--- src/rtl/jc_pkg.sv ---
// Shared types and code-classification helpers for the Johnson counter phase decoder.
// A legal Johnson code is a run of ones at the bottom or a run of ones at the top.
package jc_pkg;

    typedef enum logic [0:0] {
        UNLOCKED = 1'b0,
        LOCKED   = 1'b1
    } lock_state_e;

    localparam int JC_N  = 4;
    localparam int JC_IW = $clog2(2 * JC_N);

    localparam logic [JC_N-1:0] JC_ONE  = {{(JC_N-1){1'b0}}, 1'b1};
    localparam logic [JC_IW:0]  JC_RING = (JC_IW+1)'(2 * JC_N);

    // Ones filled from the LSB (q & (q+1) == 0) or zeros filled from the LSB.
    function automatic logic jc_is_legal(input logic [JC_N-1:0] q);
        logic [JC_N-1:0] nq;
        nq = ~q;
        return (((q & (q + JC_ONE)) == {JC_N{1'b0}}) ||
                ((nq & (nq + JC_ONE)) == {JC_N{1'b0}}));
    endfunction

    // Filling half counts ones upward; draining half counts down from 2N.
    function automatic logic [JC_IW-1:0] jc_to_idx(input logic [JC_N-1:0] q);
        logic [JC_IW:0] pop;
        logic [JC_IW:0] full;
        pop = {(JC_IW+1){1'b0}};
        for (int i = 0; i < JC_N; i++) begin
            pop = pop + {{JC_IW{1'b0}}, q[i]};
        end
        if (q[JC_N-1]) begin
            full = JC_RING - pop;
        end else begin
            full = pop;
        end
        return full[JC_IW-1:0];
    endfunction

endpackage

--- src/rtl/jc_code_decode.sv ---
// Combinational classifier: Johnson code -> {legal, phase index}.
module jc_code_decode
    import jc_pkg::*;
(
    input  logic [JC_N-1:0]  code,
    output logic             legal,
    output logic [JC_IW-1:0] idx
);

    assign legal = jc_is_legal(code);
    assign idx   = jc_to_idx(code);

endmodule

--- src/rtl/jc_phase_decoder.sv ---
// Registered Johnson phase decoder with step checking, lock tracking and ring counting.
// prev_* remembers the last legal sample so each new code can be checked as a single step.
module jc_phase_decoder
    import jc_pkg::*;
#(
    parameter int N          = JC_N,
    parameter int LOCK_CNT   = 8,
    parameter int CW         = 16,
    parameter int ALLOW_HOLD = 0
) (
    input  logic                      clk,
    input  logic                      reset,
    input  logic [N-1:0]              q_in,
    input  logic                      clr_err,
    output logic [$clog2(2*N)-1:0]    phase_idx,
    output logic [2*N-1:0]            phase_onehot,
    output logic                      code_ok,
    output logic                      step_err,
    output logic                      err_sticky,
    output logic                      wrap,
    output logic                      locked,
    output logic [CW-1:0]             cycle_cnt
);

    localparam int IW = $clog2(2 * N);
    localparam int GW = $clog2(LOCK_CNT + 1);
    localparam logic [IW-1:0] IDX_ONE  = {{(IW-1){1'b0}}, 1'b1};
    localparam logic [IW-1:0] LAST_IDX = IW'(2 * N - 1);
    localparam logic [GW-1:0] GOOD_MAX = GW'(LOCK_CNT);
    localparam logic [GW-1:0] GOOD_ONE = {{(GW-1){1'b0}}, 1'b1};
    localparam logic [CW-1:0] CNT_ONE  = {{(CW-1){1'b0}}, 1'b1};

    logic              dec_legal_s;
    logic [IW-1:0]     dec_idx_s;
    logic [IW-1:0]     next_idx_s;
    logic              is_step_s;
    logic              is_hold_s;
    logic              err_s;

    logic              prev_vld_q, prev_vld_d;
    logic [IW-1:0]     prev_idx_q, prev_idx_d;
    logic [IW-1:0]     phase_idx_q, phase_idx_d;
    logic [2*N-1:0]    phase_onehot_q, phase_onehot_d;
    logic              code_ok_q, code_ok_d;
    logic              step_err_q, step_err_d;
    logic              err_sticky_q, err_sticky_d;
    logic              wrap_q, wrap_d;
    logic              locked_q, locked_d;
    logic [CW-1:0]     cycle_cnt_q, cycle_cnt_d;
    lock_state_e       state_q, state_d;
    logic [GW-1:0]     good_cnt_q, good_cnt_d;

    jc_code_decode u_decode (
        .code  (q_in),
        .legal (dec_legal_s),
        .idx   (dec_idx_s)
    );

    // Step checker, output decode and counters.
    always_comb begin
        next_idx_s     = (prev_idx_q == LAST_IDX) ? {IW{1'b0}} : (prev_idx_q + IDX_ONE);
        is_step_s      = dec_legal_s && prev_vld_q && (dec_idx_s == next_idx_s);
        is_hold_s      = dec_legal_s && prev_vld_q && (dec_idx_s == prev_idx_q);
        err_s          = !dec_legal_s ||
                         (prev_vld_q && !is_step_s && !(is_hold_s && (ALLOW_HOLD != 0)));

        prev_vld_d     = dec_legal_s;
        prev_idx_d     = prev_idx_q;
        phase_idx_d    = phase_idx_q;
        phase_onehot_d = {(2*N){1'b0}};
        if (dec_legal_s) begin
            prev_idx_d                = dec_idx_s;
            phase_idx_d               = dec_idx_s;
            phase_onehot_d[dec_idx_s] = 1'b1;
        end else begin
            prev_idx_d = prev_idx_q;
        end

        code_ok_d  = dec_legal_s;
        step_err_d = err_s;
        wrap_d     = is_step_s && (prev_idx_q == LAST_IDX);

        // An error in the same cycle wins over clr_err.
        if (err_s) begin
            err_sticky_d = 1'b1;
        end else if (clr_err) begin
            err_sticky_d = 1'b0;
        end else begin
            err_sticky_d = err_sticky_q;
        end

        if (clr_err) begin
            cycle_cnt_d = {CW{1'b0}};
        end else if (wrap_d) begin
            cycle_cnt_d = cycle_cnt_q + CNT_ONE;
        end else begin
            cycle_cnt_d = cycle_cnt_q;
        end
    end

    // Lock FSM: counts consecutive legal steps; holds and seeds leave the count alone.
    always_comb begin
        state_d    = state_q;
        good_cnt_d = good_cnt_q;
        case (state_q)
            UNLOCKED: begin
                if (err_s) begin
                    good_cnt_d = {GW{1'b0}};
                end else if (is_step_s) begin
                    if (good_cnt_q < GOOD_MAX) begin
                        good_cnt_d = good_cnt_q + GOOD_ONE;
                    end else begin
                        good_cnt_d = good_cnt_q;
                    end
                    if (good_cnt_d == GOOD_MAX) begin
                        state_d = LOCKED;
                    end else begin
                        state_d = UNLOCKED;
                    end
                end else begin
                    good_cnt_d = good_cnt_q;
                end
            end
            LOCKED: begin
                if (err_s) begin
                    state_d    = UNLOCKED;
                    good_cnt_d = {GW{1'b0}};
                end else begin
                    state_d = LOCKED;
                end
            end
            default: begin
                state_d    = UNLOCKED;
                good_cnt_d = {GW{1'b0}};
            end
        endcase
        locked_d = (state_d == LOCKED);
    end

    // State and output registers.
    always_ff @(posedge clk) begin
        if (reset) begin
            prev_vld_q     <= 1'b0;
            prev_idx_q     <= {IW{1'b0}};
            phase_idx_q    <= {IW{1'b0}};
            phase_onehot_q <= {(2*N){1'b0}};
            code_ok_q      <= 1'b0;
            step_err_q     <= 1'b0;
            err_sticky_q   <= 1'b0;
            wrap_q         <= 1'b0;
            locked_q       <= 1'b0;
            cycle_cnt_q    <= {CW{1'b0}};
            state_q        <= UNLOCKED;
            good_cnt_q     <= {GW{1'b0}};
        end else begin
            prev_vld_q     <= prev_vld_d;
            prev_idx_q     <= prev_idx_d;
            phase_idx_q    <= phase_idx_d;
            phase_onehot_q <= phase_onehot_d;
            code_ok_q      <= code_ok_d;
            step_err_q     <= step_err_d;
            err_sticky_q   <= err_sticky_d;
            wrap_q         <= wrap_d;
            locked_q       <= locked_d;
            cycle_cnt_q    <= cycle_cnt_d;
            state_q        <= state_d;
            good_cnt_q     <= good_cnt_d;
        end
    end

    assign phase_idx    = phase_idx_q;
    assign phase_onehot = phase_onehot_q;
    assign code_ok      = code_ok_q;
    assign step_err     = step_err_q;
    assign err_sticky   = err_sticky_q;
    assign wrap         = wrap_q;
    assign locked       = locked_q;
    assign cycle_cnt    = cycle_cnt_q;

endmodule

--- config.mk ---
export PLATFORM = sky130hd
export DESIGN_NAME = jc_phase_decoder
export DESIGN_NICKNAME = d
export VERILOG_FILES = /design/src/rtl/jc_pkg.sv /design/src/rtl/jc_code_decode.sv /design/src/rtl/jc_phase_decoder.sv
export SDC_FILE = /design/constraint.sdc
export NUM_CORES = 1
export LEC_CHECK = 0
export ABC_AREA = 1
export BUFFER_PORTS_ARGS = -buffer_cell sky130_fd_sc_hd__buf_2
export CAP_MARGIN = 0
export CORE_MARGIN = 1
export CORE_UTILIZATION = 50
export DETAILED_ROUTE_END_ITERATION = 6
export GPL_TIMING_DRIVEN = 1
export PLACE_DENSITY = 0.73
export SETUP_SLACK_MARGIN = 0.02
export SLEW_MARGIN = 20
export SYNTH_ARGS = -nofsm -noshare
export SYNTH_HDL_FRONTEND = slang
export SYNTH_SLANG_ARGS = --single-unit
--- constraint.sdc ---
create_clock -name clk -period 3.92 [get_ports clk]
set_input_delay 0.392 -clock clk [delete_from_list [all_inputs] [get_ports clk]]
set_output_delay 0.392 -clock clk [all_outputs]
set_load 0.02 [all_outputs]
==> impl_metrics.py <==
metrics = {
    "global_route": {
        "antenna_found_initial": 0,
        "grt-ovfl-total": 0,
        "track_usage_pct": 21.6,
        "grt_pass1_wl_mm": 7.25,
        "grt_max_degree": 20,
        "grt_pass1_vias": 1705,
    },
    "setup_path": {
        "r2r_setup_slack_ns": 1.54,
        "critPathCapture": "cycle_cnt[5]$_SDFFE_PP0P_",
        "cp_max_fo": 17,
        "reg2reg_to": "cycle_cnt[5]$_SDFFE_PP0P_",
        "r2r-start": "phase_idx[0]$_SDFFE_PP0N_",
        "rr_worst_depth": 10,
        "crit_path_start_kind": "primary input",
        "worst-setup-path-type": "in -> reg",
        "critical_path_arrival_ns": 2.99,
        "cp_data_required_time_ns": 4.08,
        "critPathLaunch": "q_in[1]",
        "cp-end-kind": "flop",
    },
    "synthesis": {
        "yosysTopAreaCell": "dfxtp_1",
        "ys_warn_count": 0,
        "synthFlopType": "dfxtp_1",
        "synth_area_leaders": "dfxtp_1, nand2_1, nand4_1",
        "synth-edff-count": 0,
        "ys_ff_latch": 36,
        "synth_fp_nets": 303,
        "synthCells": 285,
        "synth-async-reset-ratio_pct": 0,
        "postSynthAreaPerCell_sq_um": 7.05,
        "syn_area_sq_um": 2010,
        "synth_top_area_share_pct": 35.9,
        "ys_types": 26,
        "ys_seq_area_share_pct": 35.9,
    },
    "route": {
        "routed_wl_mm": 4.13,
        "dr.pass1.iters": 4,
        "via_per_inst": 5.05,
        "drcViolationCount": 0,
        "vias": 1885,
        "antenna_left": 0,
        "drtIter0Drc": 140,
        "routedWlPerCell_microns": 11.1,
    },
    "die": {
        "die_y_microns": 65.4,
        "start_util_pct": 53.7,
        "die_area_sq_um": 4280,
        "core-area_sq_um": 3740,
        "rows": 22,
        "io_pins": 39,
        "die_w_microns": 65.4,
    },
    "timing": {
        "slew-limit-headroom_pct": 54.1,
        "setup_viol": 0,
        "skew_ns": 0.00443,
        "layout_setup_ws_ns": 1.09,
        "worstMarginPinSlew_ns": 0.689,
        "fin_crit_sh_pct": 72.2,
        "slew_viol_final": 0,
        "fmax_ghz": 0.353,
        "hold_violations": 0,
        "period_needed_ns": 2.83,
        "finalSetupTns_ns": 0,
        "hold_slack_ns": 0.360,
        "rsz0062_at_grt": "false",
    },
    "clock_network": {
        "clockBufferDepth": 2,
        "cts_resized": 0,
        "cts.clk_slew.worst_paths_ns": 0.08,
        "clkLatencyLatePin_ns": 0.29,
        "cts_setup_buffers": 0,
        "root_buffer": "clkbuf_8",
        "htreeDepth": 2,
        "cts_buffers": 5,
        "clock_sinks": 36,
        "cts_hold_buf": 0,
        "cts_tree": "done",
    },
    "finish": {
        "finalNetCount": 342,
        "antenna_cells": 0,
        "layout-drive-gt1-share_pct": 17.8,
        "fin_util_pct": 62.4,
        "area_growth_pct": 16.3,
    },
    "placement": {
        "port_buffers": 38,
        "place.gp.congestion": 0.873,
        "dpl_worst_slack_ns": 0.775,
        "hpwl_mm": 3.15,
    },
    "power": {
        "peakVddDrop_mv": 0.201,
        "power_per_cell_area_nw_per_um2": 372,
        "p_total_w": 0.000868,
        "p_leak_nw": 1.06,
    },
    "worst_hold_path": {
        "holdPathStages": 4,
        "hold_class": "in -> reg",
    },
    "outcome": {
        "run_status": "completed",
    },
    "flow_run": {
        "maxCapViolCount": 0,
    },
}
[cell type report]
cell class / count / area (sq um)
clock buffers: 5 / 68.8
clock inverters: 3 / 46.3
fillers: 383 / 1410
inverters: 35 / 131
multi-input cells: 207 / 1110
flip-flops and latches: 36 / 721
well taps: 48 / 60.1
repair buffers: 39 / 198
[layout by cell type (no fill, tap or decap), types with 5 or more instances in the layout]
cell type,count
nand2_1,76
buf_2,38
dfxtp_1,36
inv_1,33
nor2_1,25
nand4_1,25
a21oi_1,21
nand3_1,16
ha_1,10
nor3_1,9
xor2_1,8
nand2_2,5
clkbuf_8,5
[how the worst min path moves through the flow]
stage                                     from                         end  slack, ns
floorplan           good_cnt_q[2]$_SDFFE_PP0P_  good_cnt_q[2]$_SDFFE_PP0P_       0.45
global placement       err_sticky$_SDFFE_PP0P_     err_sticky$_SDFFE_PP0P_       0.44
detailed placement     err_sticky$_SDFFE_PP0P_     err_sticky$_SDFFE_PP0P_       0.45
CTS                                    clr_err     err_sticky$_SDFFE_PP0P_       0.36
global route                           clr_err     err_sticky$_SDFFE_PP0P_       0.37
finish                                 clr_err     err_sticky$_SDFFE_PP0P_       0.36
[cell families after synthesis]
logic type / after synthesis / share of synthesized area [%]
compound gates: 25 / 6.35
xor+xnor: 10 / 4.36
fa+ha+maj: 11 / 7.22
buf+inv: 42 / 8.84
flops: 36 / 35.9
simple gates: 161 / 37.4
[cell usage after synthesis (2+ instances only)]
cell type   n
a21oi_1    21
ha_1       10
buf_6       2
nand2_2     5
o21ai_0     2
dfxtp_1    36
xnor2_1     2
nor2_1     25
clkbuf_1    3
xor2_1      8
inv_1      33
nand4_1    25
inv_2       2
nand2_1    76
nor3_1      9
nand3_1    16
[stage by stage]
| step | cells | area, sq um |
|---|---|---|
| 2_1_floorplan | 285 | 2010 |
| 3_3_place_gp | 365 | 2220 |
| 3_5_place_dp | 365 | 2220 |
| 4_1_cts | 373 | 2340 |
| 5_1_grt | 373 | 2340 |
| 6_report | 373 | 2340 |
[flip-flops by register name, summed over array words and instances, names as in the netlist]
signal / flops
cycle_cnt: 16
phase_onehot: 8
good_cnt_q: 4
phase_idx: 3
code_ok: 1
err_sticky: 1
state_q: 1
step_err: 1
wrap: 1
[worst max-delay path, stage by stage]
cell and delay [ns]:
buf_2 0.11, inv_1 0.08, ha_1 0.28, inv_1 0.05, fa_1 0.35, inv_1 0.06
ha_1 0.23, inv_1 0.08, ha_1 0.24, inv_1 0.06, nand2_1 0.06, nand3_1 0.08
nand2_1 0.09, nor3_4 0.17, buf_4 0.24, nand3_4 0.22, nand2_1 0.14, a21oi_1 0.06
[routing by layer]
metal  track usage [%]  share of wire, %  vias up  wire length (microns)
met4              7.07              0.80        0                     33
met2              36.6                47       42                   1960
li1                  -                 -     1012                      -
met5                 0                 0        -                      0
met3              4.86               5.2        4                    213
met1              26.7                47      827                   1920
[power by group]
group	switching [W]	internal, W	total, W
Combinational	0.000106	0.0000495	0.000156
Sequential	0.00000645	0.000377	0.000383
Clock	0.000138	0.000191	0.000329
Total	0.000251	0.000618	0.000868
Note: power is estimated with default switching activity, not from simulation.
